### src/rtl/cordic_result_buf.sv
// Result FIFO behind a fixed-latency multiplier: issues take a credit against free space and a valid delay line marks results.
// Build option CORDIC_RESBUF_ZOUT_EN stores mul_z next to mul_y; without it out_z is tied to zero.
module cordic_result_buf #(
  parameter int LATENCY = 17,
  parameter int DEPTH   = 32
) (
  input  logic                     clk,
  input  logic                     rst,
  input  logic                     in_valid,
  output logic                     in_ready,
  input  logic [15:0]              mul_y,
  input  logic [15:0]              mul_z,
  output logic                     out_valid,
  input  logic                     out_ready,
  output logic [15:0]              out_y,
  output logic [15:0]              out_z,
  output logic [$clog2(DEPTH):0]   count
);

  localparam int AW = $clog2(DEPTH);
  localparam int CW = AW + 1;
  localparam int SW = CW + 1;
  localparam int IW = $clog2(LATENCY + 1);
`ifdef CORDIC_RESBUF_ZOUT_EN
  localparam int W = 32;
`else
  localparam int W = 16;
`endif

  logic [LATENCY-1:0] vld_sr;
  logic [AW-1:0]      wr_ptr;
  logic [AW-1:0]      rd_ptr;
  logic [IW-1:0]      inflight;
  logic [W-1:0]       mem [DEPTH];
  logic [W-1:0]       wr_data;
  logic [W-1:0]       head;
  logic [SW-1:0]      credit_sum;
  logic               accept;
  logic               push;
  logic               pop;

  assign accept     = in_valid && in_ready;
  assign push       = vld_sr[LATENCY-1];
  assign pop        = out_valid && out_ready;
  // Results still inside the multiplier already own a FIFO slot.
  assign credit_sum = SW'(count) + SW'(inflight);
  assign in_ready   = !rst && (credit_sum < SW'(DEPTH));
  assign out_valid  = !rst && (count != '0);
  assign head       = mem[rd_ptr];
  assign out_y      = out_valid ? head[W-1 -: 16] : 16'h0;

`ifdef CORDIC_RESBUF_ZOUT_EN
  assign wr_data = {mul_y, mul_z};
  assign out_z   = out_valid ? head[15:0] : 16'h0;
`else
  logic unused_mul_z;
  assign unused_mul_z = ^mul_z;
  assign wr_data      = mul_y;
  assign out_z        = 16'h0;
`endif

  always_ff @(posedge clk) begin
    if (rst) begin
      vld_sr   <= '0;
      wr_ptr   <= '0;
      rd_ptr   <= '0;
      count    <= '0;
      inflight <= '0;
    end else begin
      vld_sr <= (vld_sr << 1) | LATENCY'(accept);
      if (push) wr_ptr <= wr_ptr + 1'b1;
      if (pop)  rd_ptr <= rd_ptr + 1'b1;
      case ({push, pop})
        2'b10:   count <= count + 1'b1;
        2'b01:   count <= count - 1'b1;
        default: ;
      endcase
      case ({accept, push})
        2'b10:   inflight <= inflight + 1'b1;
        2'b01:   inflight <= inflight - 1'b1;
        default: ;
      endcase
    end
  end

  // Storage is deliberately left unreset; head is masked by out_valid.
  always_ff @(posedge clk) begin
    if (!rst && push) mem[wr_ptr] <= wr_data;
  end

endmodule
### config.mk
export PLATFORM = sky130hd
export DESIGN_NAME = cordic_result_buf
export DESIGN_NICKNAME = d
export VERILOG_FILES = /design/src/rtl/cordic_result_buf.sv
export SDC_FILE = /design/constraint.sdc
export NUM_CORES = 1
export LEC_CHECK = 0
export CAP_MARGIN = 15
export CORE_ASPECT_RATIO = 1.2
export CORE_MARGIN = 1
export CORE_UTILIZATION = 50
export DETAILED_ROUTE_END_ITERATION = 10
export GPL_ROUTABILITY_DRIVEN = 0
export GPL_TIMING_DRIVEN = 0
export PLACE_DENSITY = 0.67
export REMOVE_ABC_BUFFERS = 1
export SYNTH_ARGS = -nofsm -noshare
export SYNTH_HDL_FRONTEND = slang
export SYNTH_SLANG_ARGS = --single-unit
### constraint.sdc
create_clock -name clk -period 7.3 [get_ports clk]
set_input_delay 0.73 -clock clk [delete_from_list [all_inputs] [get_ports clk]]
set_output_delay 0.73 -clock clk [all_outputs]
set_load 0.01 [all_outputs]
==> results.sh <==
export IMPL_cts_sinks=555
export IMPL_ys_top_cells_by_area="edfxtp_1 (71%), mux4_2 (13%), dfxtp_1 (4.0%), mux4_1 (2.3%), ha_1 (1.0%)"
export IMPL_root_buffer="clkbuf_16"
export IMPL_grt_total_usage_pct=21.3
export IMPL_holdCritStartpoint="vld_sr[12]$_SDFF_PP0_"
export IMPL_ctsHoldBuffers=0
export IMPL_netSwitchingFraction_pct=18.9
export IMPL_die_w_um=192
export IMPL_hold_violations=0
export IMPL_num_vias=10000
export IMPL_synth_top_area_cell="edfxtp_1"
export IMPL_grt_overflow_total=0
export IMPL_yosysWarnings=0
export IMPL_layout_nets=1167
export IMPL_place_ws_ns=3.18
export IMPL_synth_top_area_share_pct=70.8
export IMPL_regToRegStartpoint="count[1]$_SDFFE_PP0P_"
export IMPL_p_int_w=0.00509
export IMPL_core_area_sq_mm=0.0428
export IMPL_cts_setup_buffers=0
export IMPL_hold_class="flip-flop to flip-flop"
export IMPL_worstSetupPathType="flip-flop to output pin"
export IMPL_dpl_cell_count=1607
export IMPL_grt_antenna_before_repair=0
export IMPL_synthFlopType="edfxtp_1"
export IMPL_clk_latency_ns=0.57
export IMPL_fmax_mhz=216
export IMPL_fp_dieH_um=230
export IMPL_start_util_pct=50.7
export IMPL_ant_nets=0
export IMPL_ir_drop_v=0.000149
export IMPL_grt_pass1_wl_um=67300
export IMPL_final_cells=1702
export IMPL_cts_made_buffers=51
export IMPL_io_buffers=43
export IMPL_hpwl_um=28400
export IMPL_synth_area_per_cell_sq_um=21.2
export IMPL_finalCriticalPeriod_ns=4.63
export IMPL_maxCapViolations=0
export IMPL_grt_max_degree=53
export IMPL_clk_pin_slew_ns=0.07
export IMPL_crit_fanout=41
export IMPL_crit_required_ns=6.57
export IMPL_postLayoutCellArea_sq_mm=0.0252
export IMPL_start_kind="flip-flop"
export IMPL_skew_ns=0.0105
export IMPL_share_seq_of_total_power_pct=55.4
export IMPL_hold_slack_ns=0.442
export IMPL_tightestPinTransition_ns=1.19
export IMPL_grt_pass1_vias=10500
export IMPL_diodes=0
export IMPL_synthArstFlopShare_pct=0
export IMPL_relSlewSlack_pct=20.1
export IMPL_arrival_ns=3.90
export IMPL_cellPowerDensity_mw_per_mm2=249
export IMPL_grt_setup_unrepaired="no"
export IMPL_cts_tree="built"
export IMPL_drive_above_1_share_pct=26.2
export IMPL_fin_setup_tns_ns=0
export IMPL_setup_slack_ns=2.67
export IMPL_drt_iter0_markers=784
export IMPL_routedWlPerCell_um=26.6
export IMPL_min_period_over_period_pct=63.4
export IMPL_synth_edf_count=512
export IMPL_area_growth_pct=16.0
export IMPL_viasPerCell=5.90
export IMPL_p_comb_share_pct=1.1
export IMPL_drt_wl_total_um=45300
export IMPL_drv_slew=0
export IMPL_drt_pass1_iterations=5
export IMPL_dpl_cell_area_sq_mm=0.0234
export IMPL_finalSetupViolations=0
export IMPL_clkPwrFrac_pct=43.6
export IMPL_switching_power_w=0.00118
export IMPL_ys_seq_area_share_pct=74.8
export IMPL_end_kind="output pin"
export IMPL_rows=83
export IMPL_htreeDepth=2
export IMPL_synthCells=1023
export IMPL_status="complete, no violations"
export IMPL_ctsResizeCount=0
export IMPL_cellLeakagePower_nw=7.81
export IMPL_cts_buffer_depth=3
export IMPL_synth_distinct_cells=49
export IMPL_die_area_sq_mm=0.0443
export IMPL_drc=0
export IMPL_ys_ff_latch=555
export IMPL_synth_area_sq_mm=0.0217
export IMPL_ios=76
kinds of logic (layout without fill, tap and decap cells):
logic type / after synthesis / after routing / synth area share (%)
compound gates: 59 / 59 / 2.39
xor+xnor: 13 / 13 / 0.524
fa+ha+maj: 20 / 20 / 1.22
buf+inv: 94 / 206 / 2.29
flops: 555 / 555 / 74.8
mux: 162 / 162 / 16.1
other cells: 1 / 16 / 0.0173
simple gates: 119 / 119 / 2.67
Yosys cell counts, types with 2 or more instances:
| cell type | n |
|---|---|
| nand2b_1 | 2 |
| or3_1 | 2 |
| a21o_1 | 4 |
| nor2b_1 | 22 |
| xor2_1 | 9 |
| mux4_1 | 19 |
| ha_1 | 18 |
| or3b_2 | 3 |
| nor2_1 | 56 |
| mux2i_1 | 18 |
| a21oi_1 | 8 |
| o21ai_0 | 5 |
| inv_1 | 27 |
| buf_2 | 17 |
| buf_4 | 21 |
| nand4_1 | 4 |
| buf_1 | 2 |
| a221oi_2 | 8 |
| fa_1 | 2 |
| dfxtp_1 | 43 |
| nor3_1 | 2 |
| nand3b_1 | 3 |
| o221ai_1 | 16 |
| xnor2_1 | 4 |
| and2_1 | 2 |
| nand2_1 | 16 |
| a221oi_1 | 8 |
| clkbuf_1 | 21 |
| buf_6 | 6 |
| mux4_2 | 125 |
| edfxtp_1 | 512 |
final timing paths:
path / end / slack, ns / cells after the start
worst max register to register: inflight[4]$_SDFFE_PP0P_ / 3.71 / 13
worst min-delay path: vld_sr[13]$_SDFF_PP0_ / 0.44 / 1
worst min register to register: vld_sr[13]$_SDFF_PP0_ / 0.44 / 1
worst max-delay path: out_y[13] / 2.67 / 7
stage by stage:
stage               utilization [%]  total power (W)
floorplan                         -          0.00355
global placement               52.6          0.00360
detailed placement             54.7          0.00360
CTS                            58.7          0.00631
global route                   58.9          0.00643
finish                         58.9          0.00627
area by class of cell:
cell class                      instances  area (sq um)
Sequential cell                       555         16200
Clock buffer                           59          1350
Fill cell                            3012         17600
Inverter                               27           101
Clock inverter                         33           363
Multi-Input combinational cell        389          5120
Tap cell                              552           691
Timing Repair Buffer                   87          1320
critical path: stages, from the launching register on:
cell             delay (ns)
dfxtp_4                0.65
buf_16                 0.31
buf_16                 0.33
mux4_1                 0.60
mux4_2                 0.52
inv_1                  0.07
a221oi_1               0.16
clkdlybuf4s50_1        0.58
cell usage in the layout (no fill, tap or decap), types with 9 or more instances in the layout:
cell type        count
mux4_1              19
nor2b_1             22
buf_16              17
xor2_1               9
nor2_2              33
ha_1                18
o221ai_1            16
conb_1              16
buf_8               25
nand2_1             16
mux4_2             125
dfxtp_1             39
edfxtp_1           512
mux2i_1             18
clkdlybuf4s50_1     42
inv_1               27
clkinv_2            13
nor2_1              23
clkbuf_16           55
power groups by stage:
stage	logic, W	clock network (W)	registers (W)
2_1_floorplan	0.00000803	0	0.00354
3_3_place_gp	0.0000581	0	0.00354
3_5_place_dp	0.0000632	0	0.00354
4_1_cts	0.0000631	0.00278	0.00347
5_1_grt	0.0000737	0.00289	0.00347
6_report	0.0000664	0.00273	0.00347
state kept, by name, summed over array words and instances (netlist names), named ones only:
| signal | flops |
|---|---|
| wr_ptr | 5 |
| mem | 512 |
| count | 6 |
| inflight | 5 |
| rd_ptr | 5 |
| vld_sr | 17 |
layer usage:
layer | wire length [um] | up-vias | track usage [%]
li1 | - | 4369 | -
met1 | 18300 | 5270 | 28.1
met2 | 23300 | 318 | 36.2
met3 | 2470 | 84 | 3.27
met4 | 1240 | 0 | 7.16
met5 | 0 | - | 0
No activity file was read; power rests on OpenSTA's default activity.
